### src/rtl/serial_sub_if.sv
// serial_sub_if: operand/result valid-ready bus plus serial probe for the bit-serial subtractor
interface serial_sub_if #(parameter int WIDTH = 8);
  logic             in_valid;
  logic             in_ready;
  logic [WIDTH-1:0] a;
  logic [WIDTH-1:0] b;
  logic             bin;
  logic             out_valid;
  logic             out_ready;
  logic [WIDTH-1:0] diff;
  logic             bout;
  logic             diff_bit;
  logic             diff_bit_valid;
  modport master (
    output in_valid, a, b, bin, out_ready,
    input  in_ready, out_valid, diff, bout, diff_bit, diff_bit_valid
  );
  modport slave (
    input  in_valid, a, b, bin, out_ready,
    output in_ready, out_valid, diff, bout, diff_bit, diff_bit_valid
  );
endinterface

### src/rtl/serial_sub_unit.sv
// serial_sub_unit: bit-serial ripple subtractor, one bit per clock LSB first through a single borrow flop
module serial_sub_unit #(
  parameter int WIDTH = 8
) (
  input logic clk,
  input logic rst,
  serial_sub_if.slave bus
);
  localparam int CW = $clog2(WIDTH + 1);
  typedef enum logic [1:0] {IDLE, RUN, DONE} state_t;
  state_t           state;
  logic [WIDTH-1:0] a_sh;
  logic [WIDTH-1:0] b_sh;
  logic             brw;
  logic [CW-1:0]    cnt;
  logic             x;
  logic             y;
  logic             d;
  logic             nb;
  logic [WIDTH:0]   cat;
  assign x   = a_sh[0];
  assign y   = b_sh[0];
  assign d   = x ^ y ^ brw;
  assign nb  = (~x & y) | (~(x ^ y) & brw);
  // new bit enters at the MSB; slicing the concatenation keeps WIDTH=1 legal
  assign cat = {d, bus.diff};
  assign bus.diff_bit       = (state == RUN) & d;
  assign bus.diff_bit_valid = state == RUN;
  always_ff @(posedge clk) begin
    if (rst) begin
      state         <= IDLE;
      bus.in_ready  <= 1'b1;
      bus.out_valid <= 1'b0;
      bus.diff      <= '0;
      bus.bout      <= 1'b0;
      a_sh          <= '0;
      b_sh          <= '0;
      brw           <= 1'b0;
      cnt           <= '0;
    end else if (state == IDLE) begin
      if (bus.in_valid) begin
        a_sh         <= bus.a;
        b_sh         <= bus.b;
        brw          <= bus.bin;
        cnt          <= '0;
        bus.in_ready <= 1'b0;
        state        <= RUN;
      end
    end else if (state == RUN) begin
      brw      <= nb;
      bus.diff <= cat[WIDTH:1];
      a_sh     <= a_sh >> 1;
      b_sh     <= b_sh >> 1;
      cnt      <= cnt + CW'(1);
      if (cnt == CW'(WIDTH - 1)) begin
        bus.out_valid <= 1'b1;
        bus.bout      <= nb;
        state         <= DONE;
      end
    end else if (bus.out_ready) begin
      bus.out_valid <= 1'b0;
      bus.in_ready  <= 1'b1;
      state         <= IDLE;
    end
  end
endmodule

### src/flat_wrapper.sv
// flat-port wrapper written by rule: the top's interface ports become plain ports
module serial_sub_unit_flat 
#(
  parameter int WIDTH = 8
)
  (clk, rst, bus_in_valid, bus_a, bus_b, bus_bin, bus_out_ready, bus_in_ready, bus_out_valid, bus_diff, bus_bout, bus_diff_bit, bus_diff_bit_valid);
  serial_sub_if #(.WIDTH(WIDTH)) bus_i ();
  input logic clk;
  input logic rst;
  input wire logic [$bits(bus_i.in_valid)-1:0] bus_in_valid;
  input wire logic [$bits(bus_i.a)-1:0] bus_a;
  input wire logic [$bits(bus_i.b)-1:0] bus_b;
  input wire logic [$bits(bus_i.bin)-1:0] bus_bin;
  input wire logic [$bits(bus_i.out_ready)-1:0] bus_out_ready;
  output wire logic [$bits(bus_i.in_ready)-1:0] bus_in_ready;
  output wire logic [$bits(bus_i.out_valid)-1:0] bus_out_valid;
  output wire logic [$bits(bus_i.diff)-1:0] bus_diff;
  output wire logic [$bits(bus_i.bout)-1:0] bus_bout;
  output wire logic [$bits(bus_i.diff_bit)-1:0] bus_diff_bit;
  output wire logic [$bits(bus_i.diff_bit_valid)-1:0] bus_diff_bit_valid;
  assign bus_i.in_valid = bus_in_valid;
  assign bus_i.a = bus_a;
  assign bus_i.b = bus_b;
  assign bus_i.bin = bus_bin;
  assign bus_i.out_ready = bus_out_ready;
  assign bus_in_ready = bus_i.in_ready;
  assign bus_out_valid = bus_i.out_valid;
  assign bus_diff = bus_i.diff;
  assign bus_bout = bus_i.bout;
  assign bus_diff_bit = bus_i.diff_bit;
  assign bus_diff_bit_valid = bus_i.diff_bit_valid;
  serial_sub_unit #(.WIDTH(WIDTH)) u_core (.clk(clk), .rst(rst), .bus(bus_i));
endmodule
### config.mk
export PLATFORM = sky130hd
export DESIGN_NAME = serial_sub_unit_flat
export DESIGN_NICKNAME = d
export VERILOG_FILES = /design/src/rtl/serial_sub_if.sv /design/src/rtl/serial_sub_unit.sv /design/src/flat_wrapper.sv
export SDC_FILE = /design/constraint.sdc
export NUM_CORES = 1
export LEC_CHECK = 0
export BUFFER_PORTS_ARGS = -buffer_cell sky130_fd_sc_hd__buf_2
export CELL_PAD_IN_SITES_DETAIL_PLACEMENT = 1
export CELL_PAD_IN_SITES_GLOBAL_PLACEMENT = 1
export CORE_MARGIN = 2
export CORE_UTILIZATION = 32
export DETAILED_ROUTE_END_ITERATION = 12
export PLACE_DENSITY_LB_ADDON = 0.08
export SLEW_MARGIN = 15
export SYNTH_ARGS = -nofsm -noshare
export SYNTH_HDL_FRONTEND = slang
export SYNTH_SLANG_ARGS = --single-unit
### constraint.sdc
create_clock -name clk -period 2 [get_ports clk]
set_input_delay 0.4 -clock clk [delete_from_list [all_inputs] [get_ports clk]]
set_output_delay 0.4 -clock clk [all_outputs]
set_load 0.05 [all_outputs]
==> results_dict.tcl <==
set metrics [dict create \
    status "complete, no violations" \
    setup.worst_path.end_class "output pin" \
    power_density_nw_per_um2 850 \
    gp_congestion 0.696 \
    route.detailed.drc 0 \
    fin_ws_ns 0.0754 \
    overflow 0 \
    grt_pass1_wl_um 6130 \
    yosysWarnings 0 \
    synthCells 166 \
    finalCritPeriodShare_pct 96.2 \
    postCtsSetupBuffers 0 \
    antenna_found_initial 0 \
    start_kind "register" \
    synthMuxAreaShare_pct 0 \
    place_area_um2 1630 \
    synth_top_family_by_area "compound AO/OA/AOI/OAI gates" \
    setup-violations-final 0 \
    cts_sinks 34 \
    pin_count 34 \
    die-area_um2 5030 \
    grt_pass1_vias 1350 \
    critPathRequiredTime_ns 1.60 \
    synth-adder-area-share_pct 2.27 \
    vias_per_cell 5.15 \
    nets 222 \
    cts_buffer_depth 2 \
    die_w_um 70.9 \
    grt_max_degree 26 \
    clk_pin_slew_ns 0.06 \
    design_area_um2 1710 \
    syn_area_um2 1430 \
    cap_violations 0 \
    ant_nets 0 \
    ir_drop_mv 0.273 \
    grt_usage_pct 15.4 \
    wl_per_cell_um 14.6 \
    rows 24 \
    root_buffer "clkbuf_8" \
    synth.net_count 189 \
    ys_ff_latch 34 \
    cp_max_fo 2 \
    num_vias 1292 \
    p_leak_nw 0.706 \
    final_cell_mix "dfxtp_1, buf_2, nand2_1, nor2_1, a21oi_1" \
    fillers 556 \
    yosys.area_share.simple_pct 15.2 \
    layout_commonest_cell "dfxtp_1" \
    yosysSeqAreaShare_pct 47.5 \
    syn_avg_cell_area_um2 8.63 \
    syn_to_final_growth_pct 19.3 \
    synth_compound_area_share_pct 28.6 \
    async_flop_share_pct 0 \
    finalCriticalPeriod_ns 1.92 \
    htree_levels 2 \
    synth.distinct_cells 33 \
    rsz0062_at_grt "no" \
    firstDrtPassIters 4 \
    dpl.hpwl_um 2620 \
    layout-drive-gt1-share_pct 23.1 \
    tightest_slew_ns 0.523 \
    routed_wl_um 3660 \
    hold_viol_final 0 \
    clk_latency_ns 0.28 \
    dp_slack_ns 0.278 \
    hold_slack_ns 0.364 \
    n_antenna_cell 0 \
    initial_core_util_pct 33.1 \
    cts_buffers 5 \
    cts_tree "done" \
    port_buffers 33 \
    drv_slew 0 \
    timing.slew.headroom_pct 65.1 \
    critical_path_class "register to output pin" \
    fin_tns_setup_ns 0 \
    coreArea_um2 4320 \
    drt_iter0_drc 38 \
    ys.flop_type "dfxtp_1" \
    cts_hold_buf 0 \
    ff2ff_setup_slack_ns 0.50 \
    max_clock_freq_ghz 0.520 \
    cp.arrival_ns 1.52 \
    die_h_um 70.9 \
    synth-edff-count 0 \
    skew_ns 0.00227 \
    synth_xor_area_share_pct 0 \
    min-delay-path-class "input pin to register" \
]
[through the flow]
step / instances / util, % / total power, mW
2_1_floorplan: 166 / - / 0.927
3_3_place_gp: 244 / 37.6 / 0.986
3_5_place_dp: 244 / 37.6 / 0.998
4_1_cts: 251 / 39.4 / 1.48
5_1_grt: 251 / 39.5 / 1.53
6_report: 251 / 39.5 / 1.45
[cell type report]
cell class              instances  area (um2)  area share, %
repair buffers                 37         201           11.8
flip-flops and latches         34         681           39.8
inverters                       7        26.3           1.54
clock buffers                   7        76.3           4.47
well taps                      52        65.1           3.81
multi-input cells             114         659           38.6
[cells in the mapped netlist, drive strengths merged (2+ instances only)]
master,number,area share (%)
clkbuf,3,0.79
o2bb2ai,8,4.9
o22ai,6,2.6
dfxtp,34,48
a221oi,2,1.7
o21ai,9,3.1
a21oi,20,7.0
nand2b,2,1.0
nor2,21,5.5
nand2,21,5.5
nand3,2,0.70
buf,8,3.8
a211oi,7,3.7
a22oi,3,1.6
inv,7,1.8
[final timing paths]
kind,startpoint,to,cells past startpoint
worst max-delay path,u_core.b_sh[0],bus_diff_bit,5
worst min-delay path,bus_a[7],u_core.a_sh[7],3
worst min register to register,u_core.bus.out_valid,u_core.bus.out_valid,2
worst max register to register,u_core.state[0],u_core.b_sh[0],4
[routing by layer]
metal  global-route usage (%)  wire, um  vias to the layer above
met1                     18.5      1710                      611
met5                        0         0                        -
li1                         -         -                      648
met4                     5.66        58                        0
met2                     26.8      1770                       26
met3                     3.42       125                        7
[cells by family after synthesis]
family | after synthesis
AO/OA/AOI/OAI | 61
AND/OR/NAND/NOR | 51
flip-flops | 34
buffers and inverters | 18
adder cells (fa/ha/maj) | 2
[flip-flops by register name (all words and copies together) (netlist names)]
signal and count:
u_core.a_sh 8, u_core.b_sh 8, u_core.brw 1, u_core.bus.bout 1
u_core.bus.diff 8, u_core.bus.in_ready 1, u_core.bus.out_valid 1, u_core.cnt 4
u_core.state 2
[repair_timing]
action | 4_1_cts | 5_1_grt
gates cloned | 0 | 0
pin swaps | 0 | 0
resized for setup | 1 | 2
endpoints found under the setup margin | 1 | 1
[power breakdown]
group | internal, mW | switching [mW] | leakage (nW) | total, mW
combinational | 0.0886 | 0.149 | 0.388 | 0.237
clock | 0.239 | 0.230 | 0.0383 | 0.470
sequential | 0.721 | 0.0247 | 0.279 | 0.746
[critical path, stage by stage (launching register included)]
cell	delay, ns
dfxtp_1	0.31
inv_1	0.07
fa_1	0.56
nand2_1	0.09
inv_2	0.07
buf_6	0.15
(Power assumes the default switching activity.)
